## config.mk

```make
export PLATFORM = sky130hd
export DESIGN_NAME = id_stage_pipe
export DESIGN_NICKNAME = d
export VERILOG_FILES = /design/src/rtl/id_stage_pkg.sv /design/src/rtl/ctrl_unit.sv /design/src/rtl/rf_wt.sv /design/src/rtl/id_stage_pipe.sv
export SDC_FILE = /design/constraint.sdc
export NUM_CORES = 2
export LEC_CHECK = 0
export ABC_CLOCK_PERIOD_IN_PS = 5300
export BUFFER_PORTS_ARGS = -buffer_cell sky130_fd_sc_hd__buf_2
export CAP_MARGIN = 20
export CORE_MARGIN = 10
export CORE_UTILIZATION = 60
export CTS_CLUSTER_DIAMETER = 80
export DETAILED_ROUTE_END_ITERATION = 7
export HOLD_SLACK_MARGIN = 0.1
export MAX_ROUTING_LAYER = met4
export PLACE_DENSITY = 0.78
export SETUP_SLACK_MARGIN = 0.05
export SYNTH_ARGS = -nofsm -noshare
export SYNTH_HDL_FRONTEND = slang
export SYNTH_SLANG_ARGS = --single-unit
```

## constraint.sdc

```tcl
create_clock -name clk -period 5.3 [get_ports clk]
set_input_delay 1.06 -clock clk [delete_from_list [all_inputs] [get_ports clk]]
set_output_delay 1.06 -clock clk [all_outputs]
set_load 0.01 [all_outputs]
```

## src/rtl/id_stage_pkg.sv

```systemverilog
// Shared types, opcode constants and decode helpers for the registered ID stage.
// Latency: n/a (types and pure functions only).
// Backpressure: n/a.
package id_stage_pkg;

  // Bundle data fields are fixed at RV32 width; the stage parameter defaults to this.
  localparam int ID_DW = 32;

  localparam logic [6:0] OPC_LOAD   = 7'b0000011;
  localparam logic [6:0] OPC_STORE  = 7'b0100011;
  localparam logic [6:0] OPC_BRANCH = 7'b1100011;
  localparam logic [6:0] OPC_JAL    = 7'b1101111;
  localparam logic [6:0] OPC_JALR   = 7'b1100111;
  localparam logic [6:0] OPC_LUI    = 7'b0110111;
  localparam logic [6:0] OPC_AUIPC  = 7'b0010111;
  localparam logic [6:0] OPC_OP     = 7'b0110011;
  localparam logic [6:0] OPC_OPIMM  = 7'b0010011;

  typedef enum logic [3:0] {
    ALU_ADD, ALU_SUB, ALU_SLL, ALU_SLT, ALU_SLTU, ALU_XOR,
    ALU_SRL, ALU_SRA, ALU_OR, ALU_AND, ALU_PASSB
  } aluop_t;

  typedef enum logic [3:0] {
    CFU_NONE, CFU_BEQ, CFU_BNE, CFU_BLT, CFU_BGE, CFU_BLTU, CFU_BGEU, CFU_JAL, CFU_JALR
  } cfuop_t;

  typedef enum logic [3:0] {
    LSU_NONE, LSU_LB, LSU_LH, LSU_LW, LSU_LBU, LSU_LHU, LSU_SB, LSU_SH, LSU_SW
  } lsuop_t;

  typedef enum logic       {OPA_RS1, OPA_PC}          opasel_t;
  typedef enum logic       {OPB_RS2, OPB_IMM}         opbsel_t;
  typedef enum logic [1:0] {WB_ALU, WB_MEM, WB_PC4}   wbsel_t;

  // Control unit output; illegal flags an opcode/funct3 the unit does not know.
  typedef struct packed {
    aluop_t  aluop;
    cfuop_t  cfuop;
    lsuop_t  lsuop;
    logic    rf_en;
    logic    dm_en;
    opasel_t opr_a_sel;
    opbsel_t opr_b_sel;
    wbsel_t  wb_sel;
    logic    illegal;
  } ctrl_t;

  typedef struct packed {
    logic [ID_DW-1:0] opr_a;
    logic [ID_DW-1:0] opr_b;
    logic [ID_DW-1:0] imm;
    logic [4:0]       rs1;
    logic [4:0]       rs2;
    logic [4:0]       rd;
    logic [ID_DW-1:0] pc;
    logic [ID_DW-1:0] pc4;
    aluop_t           aluop;
    cfuop_t           cfuop;
    lsuop_t           lsuop;
    logic             rf_en;
    logic             dm_en;
    opasel_t          opr_a_sel;
    opbsel_t          opr_b_sel;
    wbsel_t           wb_sel;
  } id_stage_out_t;

  // Sign-extended immediate for the instruction's format; R type and unknown give 0.
  function automatic logic [ID_DW-1:0] gen_imm_f(input logic [31:0] inst);
    logic [ID_DW-1:0] imm;
    imm = '0;
    case (inst[6:0])
      OPC_LOAD, OPC_JALR, OPC_OPIMM: imm = {{20{inst[31]}}, inst[31:20]};
      OPC_STORE:  imm = {{20{inst[31]}}, inst[31:25], inst[11:7]};
      OPC_BRANCH: imm = {{19{inst[31]}}, inst[31], inst[7], inst[30:25], inst[11:8], 1'b0};
      OPC_LUI, OPC_AUIPC: imm = {inst[31:12], 12'b0};
      OPC_JAL:    imm = {{11{inst[31]}}, inst[31], inst[19:12], inst[20], inst[30:21], 1'b0};
      default:    imm = '0;
    endcase
    return imm;
  endfunction

  function automatic logic uses_rs1_f(input logic [6:0] opc);
    return (opc == OPC_LOAD) || (opc == OPC_STORE) || (opc == OPC_BRANCH) ||
           (opc == OPC_JALR) || (opc == OPC_OP)    || (opc == OPC_OPIMM);
  endfunction

  function automatic logic uses_rs2_f(input logic [6:0] opc);
    return (opc == OPC_STORE) || (opc == OPC_BRANCH) || (opc == OPC_OP);
  endfunction

  function automatic logic uses_rd_f(input logic [6:0] opc);
    return (opc == OPC_LOAD) || (opc == OPC_JAL)   || (opc == OPC_JALR) || (opc == OPC_LUI) ||
           (opc == OPC_AUIPC) || (opc == OPC_OP)   || (opc == OPC_OPIMM);
  endfunction

  function automatic logic is_load_f(input lsuop_t op);
    return (op == LSU_LB) || (op == LSU_LH) || (op == LSU_LW) ||
           (op == LSU_LBU) || (op == LSU_LHU);
  endfunction

endpackage

```

## src/rtl/ctrl_unit.sv

```systemverilog
// Combinational control decode: opcode/funct3/funct7[5] to ALU, CFU, LSU and mux selects.
// Latency: 0 cycles (pure combinational).
// Backpressure: none; output follows the presented instruction.
module ctrl_unit
  import id_stage_pkg::*;
(
  input  logic [6:0] opcode,
  input  logic [2:0] funct3,
  input  logic       funct7_5,
  output ctrl_t      ctrl
);

  // funct3 to ALU op; SUB only exists for register-register, SRA for both.
  function automatic aluop_t alu_f3_f(input logic [2:0] f3, input logic alt, input logic reg_reg);
    aluop_t op;
    case (f3)
      3'b000:  op = (alt && reg_reg) ? ALU_SUB : ALU_ADD;
      3'b001:  op = ALU_SLL;
      3'b010:  op = ALU_SLT;
      3'b011:  op = ALU_SLTU;
      3'b100:  op = ALU_XOR;
      3'b101:  op = alt ? ALU_SRA : ALU_SRL;
      3'b110:  op = ALU_OR;
      default: op = ALU_AND;
    endcase
    return op;
  endfunction

  // Main decode table; anything not matched below is flagged illegal.
  always_comb begin
    ctrl = '0;
    case (opcode)
      OPC_OP: begin
        ctrl.aluop = alu_f3_f(funct3, funct7_5, 1'b1);
        ctrl.rf_en = 1'b1;
      end
      OPC_OPIMM: begin
        ctrl.aluop     = alu_f3_f(funct3, funct7_5, 1'b0);
        ctrl.rf_en     = 1'b1;
        ctrl.opr_b_sel = OPB_IMM;
      end
      OPC_LOAD: begin
        ctrl.rf_en     = 1'b1;
        ctrl.opr_b_sel = OPB_IMM;
        ctrl.wb_sel    = WB_MEM;
        case (funct3)
          3'b000:  ctrl.lsuop = LSU_LB;
          3'b001:  ctrl.lsuop = LSU_LH;
          3'b010:  ctrl.lsuop = LSU_LW;
          3'b100:  ctrl.lsuop = LSU_LBU;
          3'b101:  ctrl.lsuop = LSU_LHU;
          default: ctrl.illegal = 1'b1;
        endcase
      end
      OPC_STORE: begin
        ctrl.dm_en     = 1'b1;
        ctrl.opr_b_sel = OPB_IMM;
        case (funct3)
          3'b000:  ctrl.lsuop = LSU_SB;
          3'b001:  ctrl.lsuop = LSU_SH;
          3'b010:  ctrl.lsuop = LSU_SW;
          default: ctrl.illegal = 1'b1;
        endcase
      end
      OPC_BRANCH: begin
        // ALU forms the target; the CFU does the compare on the raw operands.
        ctrl.opr_a_sel = OPA_PC;
        ctrl.opr_b_sel = OPB_IMM;
        case (funct3)
          3'b000:  ctrl.cfuop = CFU_BEQ;
          3'b001:  ctrl.cfuop = CFU_BNE;
          3'b100:  ctrl.cfuop = CFU_BLT;
          3'b101:  ctrl.cfuop = CFU_BGE;
          3'b110:  ctrl.cfuop = CFU_BLTU;
          3'b111:  ctrl.cfuop = CFU_BGEU;
          default: ctrl.illegal = 1'b1;
        endcase
      end
      OPC_JAL: begin
        ctrl.cfuop     = CFU_JAL;
        ctrl.rf_en     = 1'b1;
        ctrl.opr_a_sel = OPA_PC;
        ctrl.opr_b_sel = OPB_IMM;
        ctrl.wb_sel    = WB_PC4;
      end
      OPC_JALR: begin
        ctrl.cfuop     = CFU_JALR;
        ctrl.rf_en     = 1'b1;
        ctrl.opr_b_sel = OPB_IMM;
        ctrl.wb_sel    = WB_PC4;
        ctrl.illegal   = (funct3 != 3'b000);
      end
      OPC_LUI: begin
        ctrl.aluop     = ALU_PASSB;
        ctrl.rf_en     = 1'b1;
        ctrl.opr_b_sel = OPB_IMM;
      end
      OPC_AUIPC: begin
        ctrl.rf_en     = 1'b1;
        ctrl.opr_a_sel = OPA_PC;
        ctrl.opr_b_sel = OPB_IMM;
      end
      default: ctrl.illegal = 1'b1;
    endcase
  end

endmodule

```

## src/rtl/rf_wt.sv

```systemverilog
// Register file, x0 hardwired to zero, two async read ports with write-through bypass.
// Latency: reads 0 cycles; a write lands at the clock edge but is visible in the same cycle.
// Backpressure: none; writes outside the implemented register range are dropped.
module rf_wt #(
  parameter int DATA_WIDTH = 32,
  parameter int NUM_REGS   = 32
) (
  input  logic                  clk,
  input  logic                  arst_n,
  input  logic                  we,
  input  logic [4:0]            waddr,
  input  logic [DATA_WIDTH-1:0] wdata,
  input  logic [4:0]            raddr1,
  input  logic [4:0]            raddr2,
  output logic [DATA_WIDTH-1:0] rdata1,
  output logic [DATA_WIDTH-1:0] rdata2
);

  localparam int AW   = $clog2(NUM_REGS);
  localparam bit FULL = (NUM_REGS == 32);

  logic [DATA_WIDTH-1:0] regs [NUM_REGS];
  logic                  wr_ok;

  // With 16 registers, index bit 4 set names a register that does not exist.
  function automatic logic in_range_f(input logic [4:0] a);
    return FULL | ~a[4];
  endfunction

  assign wr_ok = we && (waddr != 5'd0) && in_range_f(waddr);

  // Storage update; reset clears every register.
  always_ff @(posedge clk) begin
    if (!arst_n) begin
      for (int i = 0; i < NUM_REGS; i++) regs[i] <= '0;
    end else if (wr_ok) begin
      regs[waddr[AW-1:0]] <= wdata;
    end
  end

  // Read port 1: zero for x0 and non-existent registers, bypass on same-cycle write.
  always_comb begin
    rdata1 = '0;
    if (raddr1 != 5'd0 && in_range_f(raddr1))
      rdata1 = (wr_ok && waddr == raddr1) ? wdata : regs[raddr1[AW-1:0]];
  end

  // Read port 2: same rules as port 1.
  always_comb begin
    rdata2 = '0;
    if (raddr2 != 5'd0 && in_range_f(raddr2))
      rdata2 = (wr_ok && waddr == raddr2) ? wdata : regs[raddr2[AW-1:0]];
  end

endmodule

```

## src/rtl/id_stage_pipe.sv

```systemverilog
// Registered decode stage: regfile read, control decode, immediates, load-use interlock.
// Latency: 1 cycle from IF accept to ex_valid_out; one instruction per cycle without hazards.
// Backpressure: valid/ready both sides; bundle frozen while EX stalls, flush overrides all.
module id_stage_pipe
  import id_stage_pkg::*;
#(
  parameter int DATA_WIDTH = ID_DW,
  parameter int NUM_REGS   = 32
) (
  input  logic                  clk,
  input  logic                  arst_n,
  input  logic                  if_valid_in,
  output logic                  if_ready_out,
  input  logic [31:0]           inst_in,
  input  logic [DATA_WIDTH-1:0] pc_in,
  input  logic [DATA_WIDTH-1:0] pc4_in,
  input  logic                  flush_in,
  input  logic                  wb_rf_en_in,
  input  logic [4:0]            wb_rd_in,
  input  logic [DATA_WIDTH-1:0] wb_data_in,
  output logic                  ex_valid_out,
  input  logic                  ex_ready_in,
  output id_stage_out_t         ex_out,
  output logic                  illegal_out
);

  localparam bit RV32E = (NUM_REGS == 16);

  logic [6:0]            opcode;
  logic [4:0]            rs1, rs2, rd;
  logic [DATA_WIDTH-1:0] rs1_dat, rs2_dat;
  ctrl_t                 ctrl;
  logic                  reg_oob;
  logic                  dec_illegal;
  id_stage_out_t         dec;
  logic                  ld_pending;
  logic                  hazard;
  logic                  accept;

  assign opcode = inst_in[6:0];
  assign rd     = inst_in[11:7];
  assign rs1    = inst_in[19:15];
  assign rs2    = inst_in[24:20];

  ctrl_unit u_ctrl (
    .opcode   (opcode),
    .funct3   (inst_in[14:12]),
    .funct7_5 (inst_in[30]),
    .ctrl     (ctrl)
  );

  rf_wt #(
    .DATA_WIDTH (DATA_WIDTH),
    .NUM_REGS   (NUM_REGS)
  ) u_rf (
    .clk    (clk),
    .arst_n (arst_n),
    .we     (wb_rf_en_in),
    .waddr  (wb_rd_in),
    .wdata  (wb_data_in),
    .raddr1 (rs1),
    .raddr2 (rs2),
    .rdata1 (rs1_dat),
    .rdata2 (rs2_dat)
  );

  // Only fields that the format actually uses as registers are range-checked, so
  // immediate bits sitting in the rs1/rs2 positions (LUI, JAL, ...) are not misflagged.
  assign reg_oob = RV32E && ((uses_rs1_f(opcode) && rs1[4]) ||
                             (uses_rs2_f(opcode) && rs2[4]) ||
                             (uses_rd_f(opcode)  && rd[4]));

  assign dec_illegal = ctrl.illegal | reg_oob;

  // Assemble the next bundle; illegal instructions never write the RF or memory.
  always_comb begin
    dec           = '0;
    dec.opr_a     = rs1_dat;
    dec.opr_b     = rs2_dat;
    dec.imm       = gen_imm_f(inst_in);
    dec.rs1       = rs1;
    dec.rs2       = rs2;
    dec.rd        = rd;
    dec.pc        = pc_in;
    dec.pc4       = pc4_in;
    dec.aluop     = ctrl.aluop;
    dec.cfuop     = ctrl.cfuop;
    dec.lsuop     = ctrl.lsuop;
    dec.rf_en     = ctrl.rf_en & ~dec_illegal;
    dec.dm_en     = ctrl.dm_en & ~dec_illegal;
    dec.opr_a_sel = ctrl.opr_a_sel;
    dec.opr_b_sel = ctrl.opr_b_sel;
    dec.wb_sel    = ctrl.wb_sel;
  end

  // A load sitting in the output register cannot forward its data in time for a consumer.
  assign ld_pending = ex_valid_out && is_load_f(ex_out.lsuop) && (ex_out.rd != 5'd0);
  assign hazard     = ld_pending && if_valid_in &&
                      ((uses_rs1_f(opcode) && rs1 == ex_out.rd) ||
                       (uses_rs2_f(opcode) && rs2 == ex_out.rd));

  assign if_ready_out = flush_in | ((~ex_valid_out | ex_ready_in) & ~hazard);
  assign accept       = if_valid_in & if_ready_out;

  // Output register: flush, bubble, hold, load new, drain -- in that priority.
  always_ff @(posedge clk) begin
    if (!arst_n) begin
      ex_valid_out <= 1'b0;
      ex_out       <= '0;
      illegal_out  <= 1'b0;
    end else if (flush_in) begin
      ex_valid_out <= 1'b0;
      illegal_out  <= 1'b0;
    end else if (hazard && ex_ready_in) begin
      ex_valid_out <= 1'b0;
      illegal_out  <= 1'b0;
    end else if (ex_valid_out && !ex_ready_in) begin
      // Hold: operands stay as captured; EX forwarding supplies any newer value.
      ex_valid_out <= 1'b1;
    end else if (accept) begin
      ex_valid_out <= 1'b1;
      ex_out       <= dec;
      illegal_out  <= dec_illegal;
    end else if (ex_valid_out && ex_ready_in) begin
      ex_valid_out <= 1'b0;
      illegal_out  <= 1'b0;
    end
  end

endmodule

```

== Yosys cells after proc, flatten, opt, wreduce, memory -nomap -nowiden ==
Memories as Yosys holds them, arrays and structs flattened.
Cells that the tools add are included.

* Bits in read-only memories: 0
* Input port bits: 139
* Memory bits (writable): 1024
* Memories: 1
* Latch bits: 0
* Word-level logic and storage cells: 139
* Bits in registers: 195
* Output and inout bits: 196

* Reductions and logical operators: 47
* $lt $le $gt $ge: 0
* Multipliers: 0
* Shift operators: 0
* Equality and inequality tests: 25
* Divide/modulo/power cells: 0
* Bitwise logic cells: 13
* Add/sub/neg operators: 0
* Multiplexer cells: 35

{| class="wikitable"
|+ Memory list
! memory !! depth !! bits a word !! rd ports !! clocked after memory_dff !! write ports !! RTL line !! source
|-
| u_rf.regs || 32 || 32 || 2 || 0 || 32 || rf_wt.sv:22 || <nowiki>logic [DATA_WIDTH-1:0] regs [NUM_REGS];</nowiki>
|}

{| class="wikitable"
|+ Operators with widths
! cell !! count
|-
| $mux W32 || 5
|-
| $pmux W32 S5 || 1
|-
| $pmux W4 S7 || 2
|-
| $pmux W4 S3 || 3
|-
| $reduce_or A32 Y1 || 1
|-
| $eq A7 B6 Y1 const B || 3
|-
| $eq A7 B7 Y1 const B || 3
|-
| $eq A5 B5 Y1 || 4
|-
| $reduce_bool A5 Y1 || 4
|-
| $mux W1 || 18
|-
| $pmux W3 S6 || 1
|-
| $pmux W3 S5 || 1
|-
| $eq A7 B5 Y1 const B || 2
|-
| $eq A3 B3 Y1 const B || 4
|-
| $logic_and A1 B1 Y1 || 12
|-
| $logic_or A1 B1 Y1 || 12
|-
| $reduce_or A3 Y1 || 4
|-
| $reduce_or A5 Y1 || 2
|-
| $eq A4 B2 Y1 const B || 2
|-
| $eq A4 B3 Y1 const B || 2
|-
| $pmux W4 S2 || 1
|-
| $reduce_or A8 Y1 || 1
|-
| $eq A7 B2 Y1 const B || 1
|-
| $not A1 Y1 || 7
|-
| 17 further kinds || 24
|}

== Longest topological paths before layout ==
* Depth after elaboration: 15
* Depth in mapped cells: 11
* Depth with buffers taken out: 6

== Cells and area by module ==
A second synthesis with hierarchy kept.

* Cells, all modules: 4932
* Area total of the unflattened synthesis: 63926.3 µm²

{| class="wikitable"
|+ By module, submodules not included
! module !! instances !! seq. area each (µm²) !! area an instance (µm²) !! cells an instance
|-
| rf_wt || 1 || 30749.5 || 55602.1 || 3928
|-
| id_stage_pipe || 1 || 3903.7 || 7858.8 || 927
|-
| ctrl_unit || 1 || 0.0 || 465.4 || 77
|}

== Worst setup path after synthesis ==
OpenSTA, ideal clock, no wires.

* Kind: input-to-reg
* Start: input port wb_rd_in[2]
* End: memory u_rf.regs[28][0] (enable)
* Library setup time: 0.466 ns
* Cell stages on the path: 6
* Path slack: 0.636 ns
* Buffers on the path: 3
* Data arrival time: 4.198 ns
* Path through: buf_2 -> or3_1 -> clkbuf_1 -> nand2_1 -> clkbuf_1 -> o21ai_0

{| class="wikitable"
|+ RTL lines
! what !! RTL line !! source
|-
| start: declaration || id_stage_pipe.sv:19 || <nowiki>input logic [4:0] wb_rd_in,</nowiki>
|-
| end: declaration || rf_wt.sv:22 ||
|}

== Final worst setup path ==
* Start: input port inst_in[5]
* End: output port if_ready_out

* Cells in the longest elaborated chain, start to end: 12
* Elaborated cells on any way between the ends: 20

{| class="wikitable"
|+ Ends and longest elaborated chain
! what !! RTL line !! source
|-
| start: declaration || id_stage_pipe.sv:14 || <nowiki>input logic [31:0] inst_in,</nowiki>
|-
| $eq A7 B2 Y1 or $eq A7 B6 Y1 (tied branches) || id_stage_pkg.sv:84, id_stage_pkg.sv:89 ||
|-
| $logic_or A1 B1 Y1 (3 in a row) || id_stage_pkg.sv:84 || <nowiki>return (opc == OPC_LOAD) || (opc == OPC_STORE) || (opc == OPC_BRANCH) ||</nowiki>
|-
| $logic_or A1 B1 Y1 (2 in a row) || id_stage_pkg.sv:85 || <nowiki>(opc == OPC_JALR) || (opc == OPC_OP) || (opc == OPC_OPIMM);</nowiki>
|-
| $logic_and A1 B1 Y1 || id_stage_pipe.sv:99 || <nowiki>((uses_rs1_f(opcode) && rs1 == ex_out.rd) ||</nowiki>
|-
| $logic_or A1 B1 Y1 * || id_stage_pipe.sv:99 ||
|-
| $logic_and A1 B1 Y1 * || id_stage_pipe.sv:98 || <nowiki>assign hazard = ld_pending && if_valid_in &&</nowiki>
|-
| $not A1 Y1 * || id_stage_pipe.sv:102 || <nowiki>assign if_ready_out = flush_in | ((~ex_valid_out | ex_ready_in) & ~hazard);</nowiki>
|-
| $and A1 B1 Y1 * || id_stage_pipe.sv:102 ||
|-
| $or A1 B1 Y1 * || id_stage_pipe.sv:102 ||
|-
| end: declaration || id_stage_pipe.sv:13 || <nowiki>output logic if_ready_out,</nowiki>
|}

Every way passes the cells marked *; elsewhere a longest branch is shown, timed or not.

==> run_results.csv <==
group,metric,value,unit
finish,fillers,7282,
sta,slew_headroom,14.6,%
logic_synthesis,synth.distinct_cells,59,
sta,skew,0.0250,ns
cts,clockBufferDepth,3,
placed_design,numPortBuffers,334,
sta,fmax,247,MHz
global_routing,grt_overflow,0,
detailed_routing,vias,47500,
power_and_ir_drop,power.leakage,26.0,nW
detailed_routing,wl_met2,100000,µm
floorplan,start_util,60.3,%
job,maxCapViolations,0,
global_routing,grt_use_total,39.5,%
detailed_routing,met3_length,37200,µm
placed_design,place_ws,1.14,ns
sta,rsz0062_at_grt,"no",
setup_path,reg2reg_depth,7,
worst_hold_path,hold_depth,2,
floorplan,die_area,119000,µm²
setup_path,critPathKind,"input pin to output pin",
global_routing,antenna_found_initial,23,
setup_path,crit_required,4.24,ns
finish,num-nets-final,5199,
cts,cts_resized,0,
detailed_routing,drt-met1-wl,76400,µm
detailed_routing,dr.pass1.iters,8,
sta,tightestPinTransition,1.28,ns
cts,cts_tree,"done",
global_routing,grt_start_max_net_pins,130,
cts,cts.clk_slew.worst_paths,0.06,ns
cts,cts_max_level,4,
sta,fin_crit_sh,76.4,%
sta,report.final.slew_viol_count,0,
sta,holdWs,0.450,ns
logic_synthesis,yosys_most_used_dff,"edfxtp_1",
setup_path,timing.rr.start,"ex_out[86]$_SDFFE_PN0P_",
status,outcome,"complete, no violations",
placed_design,dp_hpwl,146000,µm
detailed_routing,drtIter0Drc,7459,
setup_path,critPathMaxFanout,18,
detailed_routing,top_layer,"met4",
logic_synthesis,syn_avg_cell_area,12.9,µm²
detailed_routing,drt_wl_total,232000,µm
logic_synthesis,yosys_warnings,0,
global_routing,grt_pass1_vias,46200,
detailed_routing,wl_per_cell,35.2,µm
logic_synthesis,synth-edff-count,1024,
worst_hold_path,hold_path.class,"flip-flop to flip-flop",
power_and_ir_drop,vdd_drop_max,308,µV
logic_synthesis,ys_async_sr_fraction,0,%
global_routing,grt_pass1_wl,327000,µm
logic_synthesis,ys_seq_area_share,54.8,%
cts,cts_hold_buf,0,
logic_synthesis,ys_ff_latch,1219,
cts,clock_latency,0.78,ns
setup_path,worstPathArrival,2.99,ns
logic_synthesis,postSynthCellCount,4907,
floorplan,core-area,105000,µm²
setup_path,critPathLaunch,"inst_in[5]",
logic_synthesis,syn-cell-area,63300,µm²
sta,finalSetupViolations,0,
finish,syn2layout_area_growth,12.7,%
setup_path,start_kind,"input pin",
cts,cts_buffers,133,
power_and_ir_drop,pwr_density_cell,326,nW/µm²
cts,post_cts_buffers,0,
cts,clock-sinks,1219,
sta,fin_crit,4.05,ns
floorplan,io_pins,335,
detailed_routing,avgViaCountPerCell,7.21,
sta,fin_setup_tns,0,ns
floorplan,rows,119,
detailed_routing,route.detailed.drc,0,
placed_design,gp_congestion,0.994,
finish,drive_gt1_share,23.0,%
sta,worst_slack,1.25,ns
floorplan,die_h,345,µm
floorplan,dieWidth,345,µm
sta,hold_violations,0,
detailed_routing,antenna_left,0,
setup_path,critPathCaptureType,"output pin",
worst_hold_path,worstHoldStart,"ex_out[132]$_SDFFE_PN0P_",
cts,root_buffer,"clkbuf_16",
-- cell usage in the layout, fill, tap and decap left out, types with 15 or more instances in the layout --
master,n
a211oi_1,27
nand4_1,34
and2_1,997
o211ai_1,17
nor4_1,21
o21ai_4,33
diode_2,30
dfxtp_1,195
nor2_1,68
mux4_2,336
nor2_2,17
buf_12,24
a21oi_1,212
a32o_1,33
and3_1,18
a22o_1,22
nand2_1,129
o22ai_1,36
nor3_1,24
clkbuf_1,31
nand2b_1,81
nand3_1,109
o21ai_0,130
mux2_2,62
mux2i_1,390
a22oi_1,128
nor2_4,18
o32ai_1,27
buf_2,327
o2111ai_1,22
conb_1,32
clkinv_1,25
clkinv_2,15
edfxtp_1,1024
clkbuf_16,138
inv_1,30
a31oi_1,23
buf_4,147
-- final timing paths --
check	to	slack [ns]
worst min register to register	ex_out[132]$_SDFFE_PN0P_	0.45
worst max register to register	ex_out[39]$_SDFFE_PN0P_	1.92
worst max-delay path	if_ready_out	1.25
worst min-delay path	ex_out[132]$_SDFFE_PN0P_	0.45
-- cells by family after synthesis --
family | share of synthesized area, %
simple gates | 14.5
mux | 19.2
buf+inv | 3.55
compound gates | 7.65
flops | 54.8
xor+xnor | 0.305
other cells | 0.00593
-- state kept, by name (all words and copies together), names as in the netlist --
name,flops
ex_out,193
ex_valid_out,1
u_rf.regs,1024
illegal_out,1
-- final cells by class --
cell class	count	area, µm²	area share (%)
sequential	1219	34700	48.6
multi-input combinational	3167	27100	38.0
clock buffer	177	3660	5.14
timing repair buffer	508	3340	4.69
tap	1391	1740	2.44
clock inverter	63	559	0.785
inverter	31	121	0.170
antenna	30	75.1	0.105
-- Yosys cell counts, types with 14 or more instances --
cell type	n	area, µm²
a211oi_1	27	203
a21oi_1	213	1070
a22o_1	22	193
a22oi_1	128	961
a31oi_1	23	144
a32o_1	33	330
and2_1	998	6240
and3_1	20	125
buf_1	46	173
buf_2	98	490
clkbuf_1	369	1390
dfxtp_1	195	3900
edfxtp_1	1024	30700
inv_1	31	116
mux2_2	62	698
mux2i_1	390	3900
mux4_2	336	7570
nand2_1	129	484
nand2b_1	81	507
nand3_1	111	556
nand4_1	34	213
nor2_1	103	387
nor2b_1	14	87.6
nor3_1	26	130
nor4_1	24	150
o2111ai_1	22	193
o211ai_1	17	128
o21ai_0	161	806
o22ai_1	36	225
o32ai_1	27	236
-- where the power goes --
part	leakage (nW)	total [W]	switching [W]	internal [W]
clock	2.06	0.00918	0.00392	0.00526
sequential	11.3	0.0112	0.000333	0.0109
combinational	12.6	0.00280	0.00174	0.00106
total	26.0	0.0232	0.00600	0.0172
-- critical path, cell delays in order --
cell,delay (ns)
buf_2,0.34
and3b_1,0.31
o22ai_1,0.10
a2111oi_1,0.69
o21ai_4,0.14
a21o_1,0.21
buf_2,0.14
-- through the flow --
| step | cell area [µm²] | cells | util [%] | power (W) |
|---|---|---|---|---|
| 6_report | 71300 | 6586 | 67.9 | 0.0232 |
| 5_1_grt | 71200 | 6575 | 67.9 | 0.0237 |
| 4_1_cts | 71100 | 6550 | 67.8 | 0.0231 |
| 3_5_place_dp | 66900 | 6310 | 63.7 | 0.0141 |
| 3_3_place_gp | 66900 | 6308 | 63.7 | 0.0140 |
| 2_1_floorplan | 63400 | 4938 | - | 0.0129 |
-- metal layers --
metal | vias to the layer above | GRT usage [%]
met5 | - | -
met4 | 0 | 26.0
met3 | 991 | 14.2
met2 | 4493 | 55.9
met1 | 23300 | 47.6
li1 | 18800 | -
No activity file was read; power rests on OpenSTA's default activity.
